===== src/rtl/rle_decompressor.sv =====
// Run-length decoder: expands (code, run) pairs into run copies of code, one per cycle,
// under valid/ready flow control, with a sticky zero-run flag and a saturating beat counter.
module rle_decompressor #(
    parameter int CODE_W = 4,
    parameter int RUN_W  = 4,
    parameter int CNT_W  = 16
) (
    input  logic              clk,
    input  logic              reset,
    input  logic              in_valid,
    output logic              in_ready,
    input  logic [CODE_W-1:0] in_code,
    input  logic [RUN_W-1:0]  in_run,
    output logic              out_valid,
    input  logic              out_ready,
    output logic [CODE_W-1:0] out_code,
    output logic              busy,
    output logic              zero_run_err,
    output logic [CNT_W-1:0]  sym_count
);

    typedef enum logic {IDLE, EXPAND} state_t;

    state_t           state;
    logic [RUN_W-1:0] remaining;
    logic             last_beat;
    logic             in_xfer;
    logic             out_xfer;

    // Ready during the last beat lets the next pair load on the same edge, so runs abut.
    assign last_beat = (state == EXPAND) && (remaining == RUN_W'(1)) && out_ready;
    assign in_ready  = (state == IDLE) || last_beat;
    assign in_xfer   = in_valid && in_ready;
    assign out_xfer  = out_valid && out_ready;

    always_ff @(posedge clk or posedge reset) begin
        if (reset) begin
            state        <= IDLE;
            remaining    <= '0;
            out_code     <= '0;
            out_valid    <= 1'b0;
            busy         <= 1'b0;
            zero_run_err <= 1'b0;
            sym_count    <= '0;
        end else begin
            case (state)
                IDLE: begin
                    if (in_xfer) begin
                        if (in_run != '0) begin
                            out_code  <= in_code;
                            remaining <= in_run;
                            out_valid <= 1'b1;
                            busy      <= 1'b1;
                            state     <= EXPAND;
                        end else begin
                            zero_run_err <= 1'b1;
                        end
                    end
                end
                EXPAND: begin
                    if (out_xfer) begin
                        remaining <= remaining - RUN_W'(1);
                        if (sym_count != {CNT_W{1'b1}})
                            sym_count <= sym_count + CNT_W'(1);
                        if (remaining == RUN_W'(1)) begin
                            if (in_xfer && (in_run != '0)) begin
                                out_code  <= in_code;
                                remaining <= in_run;
                            end else begin
                                if (in_xfer)
                                    zero_run_err <= 1'b1;
                                out_valid <= 1'b0;
                                busy      <= 1'b0;
                                state     <= IDLE;
                            end
                        end
                    end
                end
                default: begin
                    state     <= IDLE;
                    out_valid <= 1'b0;
                    busy      <= 1'b0;
                end
            endcase
        end
    end

endmodule

===== config.mk =====
export PLATFORM = sky130hd
export DESIGN_NAME = rle_decompressor
export DESIGN_NICKNAME = d
export VERILOG_FILES = /design/src/rtl/rle_decompressor.sv
export SDC_FILE = /design/constraint.sdc
export NUM_CORES = 1
export LEC_CHECK = 0
export CAP_MARGIN = 20
export CORE_ASPECT_RATIO = 1.75
export CORE_MARGIN = 2
export CORE_UTILIZATION = 52
export DETAILED_ROUTE_END_ITERATION = 12
export GPL_TIMING_DRIVEN = 1
export PLACE_DENSITY = 0.94
export SYNTH_ARGS = -nofsm -noshare
export SYNTH_HDL_FRONTEND = slang
export SYNTH_SLANG_ARGS = --single-unit

===== constraint.sdc =====
create_clock -name clk -period 3.7 [get_ports clk]
set_clock_uncertainty 0.15 [all_clocks]
set_input_delay 0.74 -clock clk [delete_from_list [all_inputs] [get_ports clk]]
set_output_delay 0.74 -clock clk [all_outputs]
set_load 0.005 [all_outputs]

==> results.toml, run 1 <==
[detailed_routing]
vias_per_cell = 6.46
wl_per_cell_um = 18.0
drc = 0
antenna_left = 0
drt-initial-drc-count = 78
dr.pass1.iters = 4
routed_wl_um = 3690
dr_total_vias = 1324

[timing]
period_share_pct = 83.2
slew_headroom_pct = 58.8
hold_viol = 0
rsz0062_at_grt = "no"
tns_ns = 0
max_freq_mhz = 325
worst_pin_slew_ns = 0.614
drv_slew = 0
setup-violations-final = 0
min_period_ns = 3.08

[cts]
cts_tree = "done"
cts_buffer_depth = 2
clk_pin_slew_ns = 0.08
htree_levels = 1
cts_setup_buffers = 0
cts_root_buf = "clkbuf_8"
clock_sinks = 27
cts_resized = 0
clock_latency_ns = 0.26
postCtsHoldBufs = 0
cts_buffers = 3

[layout]
syn_to_final_growth_pct = 28.8
drive_above_1_share_pct = 6.74
fillers = 204
multi_input_area_um2 = 748
fin_util_pct = 70.1
seq_area_um2 = 676
nNetsFinal = 194
fin_cells = 205
diodes = 0

[floorplanning]
core_um2 = 2720
die_x_um = 44.3
die_h_um = 74.6
ioPinCount = 36
die_area_um2 = 3310
start_util_pct = 54.4
fp-row-count = 25

[setup_path]
cp-end-kind = "primary output"
startpoint_type = "input port"
r2r-start = "state$_DFF_PP0_"
worstPathArrival_ns = 2.19
crit_fanout = 8
cp.required_ns = 2.81
crit_start = "out_ready"
crit_type = "in2out"

[yosys]
yosysWarnings = 0
yosys_most_used_dff = "dfrtp_1"
synth.avg_cell_area_um2 = 10.4
synth_area_um2 = 1480
synth.most_common_cell = "dfrtp_1"
ys_async_sr_fraction_pct = 100
post-synth-top-area-cell = "dfrtp_1"
seq_area_frac_synth_pct = 45.6
synth_top_area_share_pct = 45.6
postSynthCellCount = 143
synth.area.top_cells = "dfrtp_1, xnor2_1, mux2_1, nand3_1, ha_1"
ys_top_cells_by_count = "dfrtp_1, xnor2_1, nand3_1"
synth_seq_cells = 27
synth.net_count = 158
netlist-cell-type-count = 43
synth_edf_count = 0

[flow_run]
drv_cap = 0

[global_route]
grt_pass1_wl_um = 6170
antenna_found_initial = 0
track_usage_pct = 25.1
grt_overflow = 0
grt_max_degree = 28
grt_pass1_vias = 1328

[power]
max-vdd-ir-drop_mv = 0.213
p_leak_nw = 0.752
total_power_w = 0.000757
power_density_nw_per_um2 = 397

[placement]
place_congestion = 0.965
port_buffers = 35
dpl.hpwl_um = 2700
dp.cells = 200

[outcome]
status = "finished, final reports clean"

[worst_hold_path]
hp-class = "reg2reg"
holdCritStartpoint = "zero_run_err$_DFFE_PP0P_"
==> flip-flops by register name (all words and copies together) (netlist names) <==
register / cells
state: 1
zero_run_err: 1
out_code: 4
remaining: 4
busy: 1
sym_count: 16
==> per-stage QoR <==
step                      setup WS [ns]  hold WS (ns)  cell area, um2
final                             0.623         0.317            1910
after global placement            0.659         0.305            1830
after global routing              0.517         0.333            1910
after CTS                         0.633         0.323            1880
after detailed placement          0.641         0.304            1830
after floorplan                    1.70         0.316            1480
==> critical path: stages <==
cell and delay [ns]:
clkdlybuf4s50_1 0.52, nand4bb_1 0.28, nand2_1 0.15, clkdlybuf4s50_1 0.50
==> final cells by class <==
class | count | share of cell area, %
Sequential cell | 27 | 35.4
Tap cell | 27 | 1.77
Clock buffer | 4 | 2.36
Inverter | 7 | 1.38
Timing Repair Buffer | 36 | 19.8
Multi-Input combinational cell | 104 | 39.2
==> power by group <==
group | internal [W] | leakage, nW | switching (W)
sequential | 0.000339 | 0.352 | 0.0000616
combinational | 0.000114 | 0.377 | 0.0000839
clock | 0.0000769 | 0.0228 | 0.0000818
total | 0.000529 | 0.752 | 0.000227
==> cell usage in the layout (no fill, tap or decap), types with 2 or more instances in the layout <==
cell	n
clkdlybuf4s50_1	35
dfrtp_1	27
xnor2_1	12
nand3_1	11
nand2_1	9
inv_1	7
o21ai_1	7
nor2_1	6
a21oi_1	6
o21ai_0	5
mux2_1	5
nand4_1	5
ha_1	3
clkbuf_8	3
o41ai_2	2
o22ai_1	2
nor3_1	2
o2111ai_1	2
nor4_1	2
and2_1	2
a211oi_1	2
==> layer usage <==
layer  GRT usage (%)  up-vias  routed length, um
met5               0        -                  0
met3            1.70        6                202
met1            29.5      645               1370
met4            10.4        0                 60
met2            45.8       67               2060
li1                -      606                  -
==> path summary, 6_finish.rpt <==
kind | to | cells past startpoint | slack (ns)
max | in_ready | 4 | 0.62
min | zero_run_err$_DFFE_PP0P_ | 1 | 0.32
max reg2reg | sym_count[11]$_DFFE_PP0P_ | 4 | 1.48
min reg2reg | zero_run_err$_DFFE_PP0P_ | 1 | 0.32
max in group asynchronous | sym_count[12]$_DFFE_PP0P_ | 3 | 2.42
min in group asynchronous | sym_count[7]$_DFFE_PP0P_ | 2 | 0.58
==> kinds of logic (layout without fill, tap and decap cells) <==
family	count (synthesis)	count (layout)	synth area share [%]
flip-flops	27	27	45.6
multiplexers	6	6	4.82
buffers and inverters	12	47	3.80
adder cells (fa/ha/maj)	3	3	2.54
AND/OR/NAND/NOR	45	45	16.9
AO/OA/AOI/OAI	38	38	19.2
XOR/XNOR	12	12	7.10
Power figures use the tool's default switching activity.
==> run 2, diff against run 1 <==
- CORE_UTILIZATION: 52 -> 49
- PLACE_DENSITY: 0.94 -> 0.9
- clock period: 3.7 -> 2.95 ns (I/O delays scaled with it)
==> run 2 against run 1 <==
  * Via count down 1.5%
  * First-iteration DRC count down 58%
  * Sequential cell count unchanged
  * Setup slack worse by 0.26 ns
  * Routed wire length down 1.6%
  * Sequential power up 24%
  * Count of clock-buffer cells in the layout down 1
  * Critical path depth unchanged
  * Critical endpoint unchanged
  * Highest routed layer unchanged
==> results.toml, run 2 (synthesized netlist as in run 1, its figures left out) <==
[timing]
tns_ns = 0
drv_slew = 0
setup-violations-final = 0
slew_headroom_pct = 60.4
worst_pin_slew_ns = 0.589
min_period_ns = 2.58
max_freq_mhz = 387
rsz0062_at_grt = "no"
hold_viol = 0
period_share_pct = 87.5

[global_route]
track_usage_pct = 22.8
antenna_found_initial = 0
grt_pass1_vias = 1349
grt_max_degree = 28
grt_pass1_wl_um = 6090
grt_overflow = 0

[cts]
cts_buffer_depth = 2
cts_tree = "done"
clock_sinks = 27
cts_root_buf = "clkbuf_8"
clk_pin_slew_ns = 0.09
cts_setup_buffers = 0
cts_buffers = 3
cts_resized = 0
postCtsHoldBufs = 0
clock_latency_ns = 0.27
htree_levels = 1

[setup_path]
max_stage_delay_ns = 0.52
crit_fanout = 4
startpoint_type = "input port"
crit_type = "in2out"
crit_path_frequent_cell = "clkdlybuf4s50_1"
r2r-start = "remaining[1]$_DFFE_PP0P_"
cp.required_ns = 2.21
cpMaxStageDelayCell = "clkdlybuf4s50_1"
worstReg2RegEnd = "out_code[1]$_DFFE_PP0P_"
reg2reg_slack_ns = 0.91
reg2reg_depth = 6
cp-end-kind = "primary output"
crit_path_cell_trace = "clkdlybuf4s50_1, nand4bb_1, nand2_1, clkdlybuf4s50_1"
worstPathArrival_ns = 1.84

[detailed_routing]
drc = 0
dr.pass1.iters = 4
drt-initial-drc-count = 33
vias_per_cell = 6.21
dr_total_vias = 1304
antenna_left = 0
wl_per_cell_um = 17.3
routed_wl_um = 3630

[worst_hold_path]
hold_end = "zero_run_err$_DFFE_PP0P_"
hp-class = "reg2reg"
holdPathStages = 1
holdCritStartpoint = "zero_run_err$_DFFE_PP0P_"

[placement]
dpl.hpwl_um = 2750
place_congestion = 0.916
port_buffers = 35
post_dp_cell_area_um2 = 1870

[floorplanning]
core_um2 = 2900
die_h_um = 76.7
fp-row-count = 26
start_util_pct = 51.1
die_x_um = 45.5
ioPinCount = 36
die_area_um2 = 3490

[power]
max-vdd-ir-drop_mv = 0.356
power_density_nw_per_um2 = 499
p_leak_nw = 0.765
total_power_w = 0.000957

[layout]
final_area_um2 = 1920
drive_above_1_share_pct = 9.34
top_regs = "sym_count: 16 flops, out_code: 4 flops, remaining: 4 flops"
largest_reg_flops = 16
syn_to_final_growth_pct = 29.7
fillers = 235
nNetsFinal = 198
final_common_cell = "clkdlybuf4s50_1"
regMostFlops = "sym_count"
mostFrequentLayoutCells = "clkdlybuf4s50_1, dfrtp_1, xnor2_1, nand3_1, nand2_1"
fin_util_pct = 66.3
diodes = 0

[outcome]
status = "finished, final reports clean"

[flow_run]
drv_cap = 0
==> run 2: cell count changes in the layout (fill, tap and decap cells not counted), sizes merged <==
cell and delta:
buf +4, clkbuf -1, clkinv +1
==> run 2: worst max path at each step <==
| stage | end | start | slack, ns | depth (start not counted) |
|---|---|---|---|---|
| after floorplan | sym_count[1]$_DFFE_PP0P_ | sym_count[11]$_DFFE_PP0P_ | 1.03 | 5 |
| after global placement | in_ready | out_ready | 0.42 | 4 |
| after detailed placement | in_ready | out_ready | 0.37 | 4 |
| after CTS | in_ready | out_ready | 0.36 | 4 |
| after global routing | in_ready | out_ready | 0.31 | 4 |
| final | in_ready | out_ready | 0.37 | 4 |
==> run 2: critical path: cells and delay by family <==
kind / cells / cell delay [ns]
buf+inv: 2 / 1.01
simple gates: 2 / 0.23
==> run 2: metal layers <==
metal	vias up	track usage, %	wire, um	share of wire [%]
met3	7	2.82	113	3.1
met5	-	0	0	0
met2	32	42.4	2060	57
met4	0	5.29	46	1.3
met1	653	25.7	1410	39
li1	612	-	-	-
==> run 2: layout make-up <==
| cell class | instances | area [um2] | share of cell area [%] |
|---|---|---|---|
| Multi-Input combinational cell | 104 | 748 | 39.0 |
| Sequential cell | 27 | 676 | 35.2 |
| Timing Repair Buffer | 40 | 388 | 20.2 |
| Clock buffer | 3 | 41.3 | 2.15 |
| Tap cell | 28 | 35.0 | 1.83 |
| Inverter | 7 | 26.3 | 1.37 |
| Clock inverter | 1 | 5.00 | 0.261 |
==> run 2: through the flow <==
| step | std cells | worst slack (ns) | hold WS, ns |
|---|---|---|---|
| 2_1_floorplan | 143 | 1.03 | 0.316 |
| 3_3_place_gp | 206 | 0.417 | 0.311 |
| 3_5_place_dp | 206 | 0.373 | 0.309 |
| 4_1_cts | 210 | 0.363 | 0.329 |
| 5_1_grt | 210 | 0.314 | 0.353 |
| 6_report | 210 | 0.367 | 0.327 |
==> run 2: power by group <==
part / internal (W) / switching (W) / total (W)
registers: 0.000425 / 0.0000741 / 0.000499
clock network: 0.0000947 / 0.000115 / 0.000210
logic: 0.000144 / 0.000104 / 0.000248
total: 0.000664 / 0.000293 / 0.000957
==> run 3, diff against run 2 <==
- PLACE_DENSITY: 0.9 -> 0.81
==> run 3 against run 2 <==
  * Sequential cell count did not move
  * Utilization fell by 0.30 points
  * Count of clock-buffer cells in the layout rose by 1
  * Combinational power fell by 2%
  * Global-route usage fell by 1.2 points
  * Die area did not move
  * Hold slack got worse by 0.0037 ns
  * Sequential power rose by 0.8%
  * Design area fell by 0.46%
  * Clock power fell by 6%
==> results.toml, run 3 (synthesized netlist as in run 1, its figures left out) <==
[timing]
rsz0062_at_grt = "no"
max_freq_mhz = 389
min_period_ns = 2.57
slew_headroom_pct = 64.8
period_share_pct = 87.1
setup-violations-final = 0
holdWs_ns = 0.323
worst_pin_slew_ns = 0.523
hold_viol = 0
tns_ns = 0
drv_slew = 0

[cts]
cts_setup_buffers = 0
cts_buffer_depth = 2
clock_sinks = 27
clk_pin_slew_ns = 0.08
htree_levels = 1
cts_resized = 0
cts_buffers = 3
cts_root_buf = "clkbuf_8"
postCtsHoldBufs = 0
clock_latency_ns = 0.26
cts_tree = "done"

[setup_path]
worstPathArrival_ns = 1.83
worstReg2RegEnd = "out_code[3]$_DFFE_PP0P_"
cp-end-kind = "primary output"
cpMaxStageDelayCell = "clkdlybuf4s50_1"
crit_buf_inv = 2
crit_path_cell_trace = "clkdlybuf4s50_1, nand4bb_1, nand2_1, clkdlybuf4s50_1"
reg2reg_depth = 5
crit_fanout = 4
reg2reg_slack_ns = 0.89
crit_path_frequent_cell = "clkdlybuf4s50_1"
startpoint_type = "input port"
r2r-start = "remaining[0]$_DFFE_PP0P_"
max_stage_delay_ns = 0.51
crit_type = "in2out"
cp_top_family = "buffers and inverters"
cp.required_ns = 2.21

[floorplanning]
ioPinCount = 36
start_util_pct = 51.1
die_x_um = 45.5
die_area_um2 = 3490
die_h_um = 76.7
core_um2 = 2900
fp-row-count = 26

[global_route]
grt_pass1_wl_um = 5750
grt_overflow = 0
antenna_found_initial = 0
track_usage_pct = 21.6
grt_max_degree = 28
grt_pass1_vias = 1306

[worst_hold_path]
holdCritStartpoint = "zero_run_err$_DFFE_PP0P_"
hp-class = "reg2reg"
hold_end = "zero_run_err$_DFFE_PP0P_"
holdPathStages = 1

[outcome]
status = "finished, final reports clean"

[layout]
final_common_cell = "clkdlybuf4s50_1"
regMostFlops = "sym_count"
top_regs = "sym_count: 16 flops, out_code: 4 flops, remaining: 4 flops"
diodes = 0
largest_reg_flops = 16
mostFrequentLayoutCells = "clkdlybuf4s50_1, dfrtp_1, xnor2_1, nand3_1, nand2_1"
drive_above_1_share_pct = 8.29
nNetsFinal = 197
fillers = 231
syn_to_final_growth_pct = 29.1

[detailed_routing]
drc = 0
dr.pass1.iters = 5
dr_total_vias = 1269
antenna_left = 0
routed_wl_um = 3470
vias_per_cell = 6.07
wl_per_cell_um = 16.6
drt-initial-drc-count = 35

[power]
max-vdd-ir-drop_mv = 0.256
p_leak_nw = 0.759
power_density_nw_per_um2 = 494

[placement]
place_congestion = 0.987
port_buffers = 35
dpl.hpwl_um = 2690

[flow_run]
drv_cap = 0
run 3: cell count changes in the layout (fill, tap and decap cells not counted):
cell,previous run,this run
buf_4,5,4
clkbuf_1,0,1
clkinv_2,1,0
run 3: layer usage:
metal  GRT usage (%)  up-vias  share of wire (%)
met3            3.53        4                3.3
met5               0        -                  0
met1            24.4      625                 38
met4            6.18        0                1.1
met2            39.0       35                 57
li1                -      605                  -
run 3: where the power goes:
part	total (W)	leakage (nW)	switching [W]	internal [W]
registers	0.000503	0.352	0.0000778	0.000425
clock network	0.000198	0.0228	0.000102	0.0000963
logic	0.000242	0.384	0.000100	0.000142
run 3: worst max-delay path by stage:
stage                                    startpoint  cells past startpoint  slack, ns                        to
after floorplan           sym_count[11]$_DFFE_PP0P_                      5       1.03  sym_count[1]$_DFFE_PP0P_
after global placement                    out_ready                      4       0.41                  in_ready
after detailed placement                  out_ready                      4       0.38                  in_ready
after CTS                                 out_ready                      4       0.38                  in_ready
after global routing                      out_ready                      4       0.35                  in_ready
final                                     out_ready                      4       0.38                  in_ready
run 3: final cells by class:
class	count	area (um2)	share of cell area (%)
Multi-Input combinational cell	104	748	39.2
Sequential cell	27	676	35.4
Clock buffer	4	45.0	2.36
Inverter	7	26.3	1.38
Timing Repair Buffer	39	380	19.9
Tap cell	28	35.0	1.83
run 3: through the flow:
stage | utilization [%] | instances | instance area, um2 | power, W | setup WS (ns)
final | 66.0 | 209 | 1910 | 0.000943 | 0.379
after floorplan | - | 143 | 1480 | 0.000621 | 1.03
after detailed placement | 64.4 | 205 | 1870 | 0.000754 | 0.384
after CTS | 66.0 | 209 | 1910 | 0.000951 | 0.381
after global routing | 66.0 | 209 | 1910 | 0.000999 | 0.352
after global placement | 64.4 | 205 | 1870 | 0.000737 | 0.413
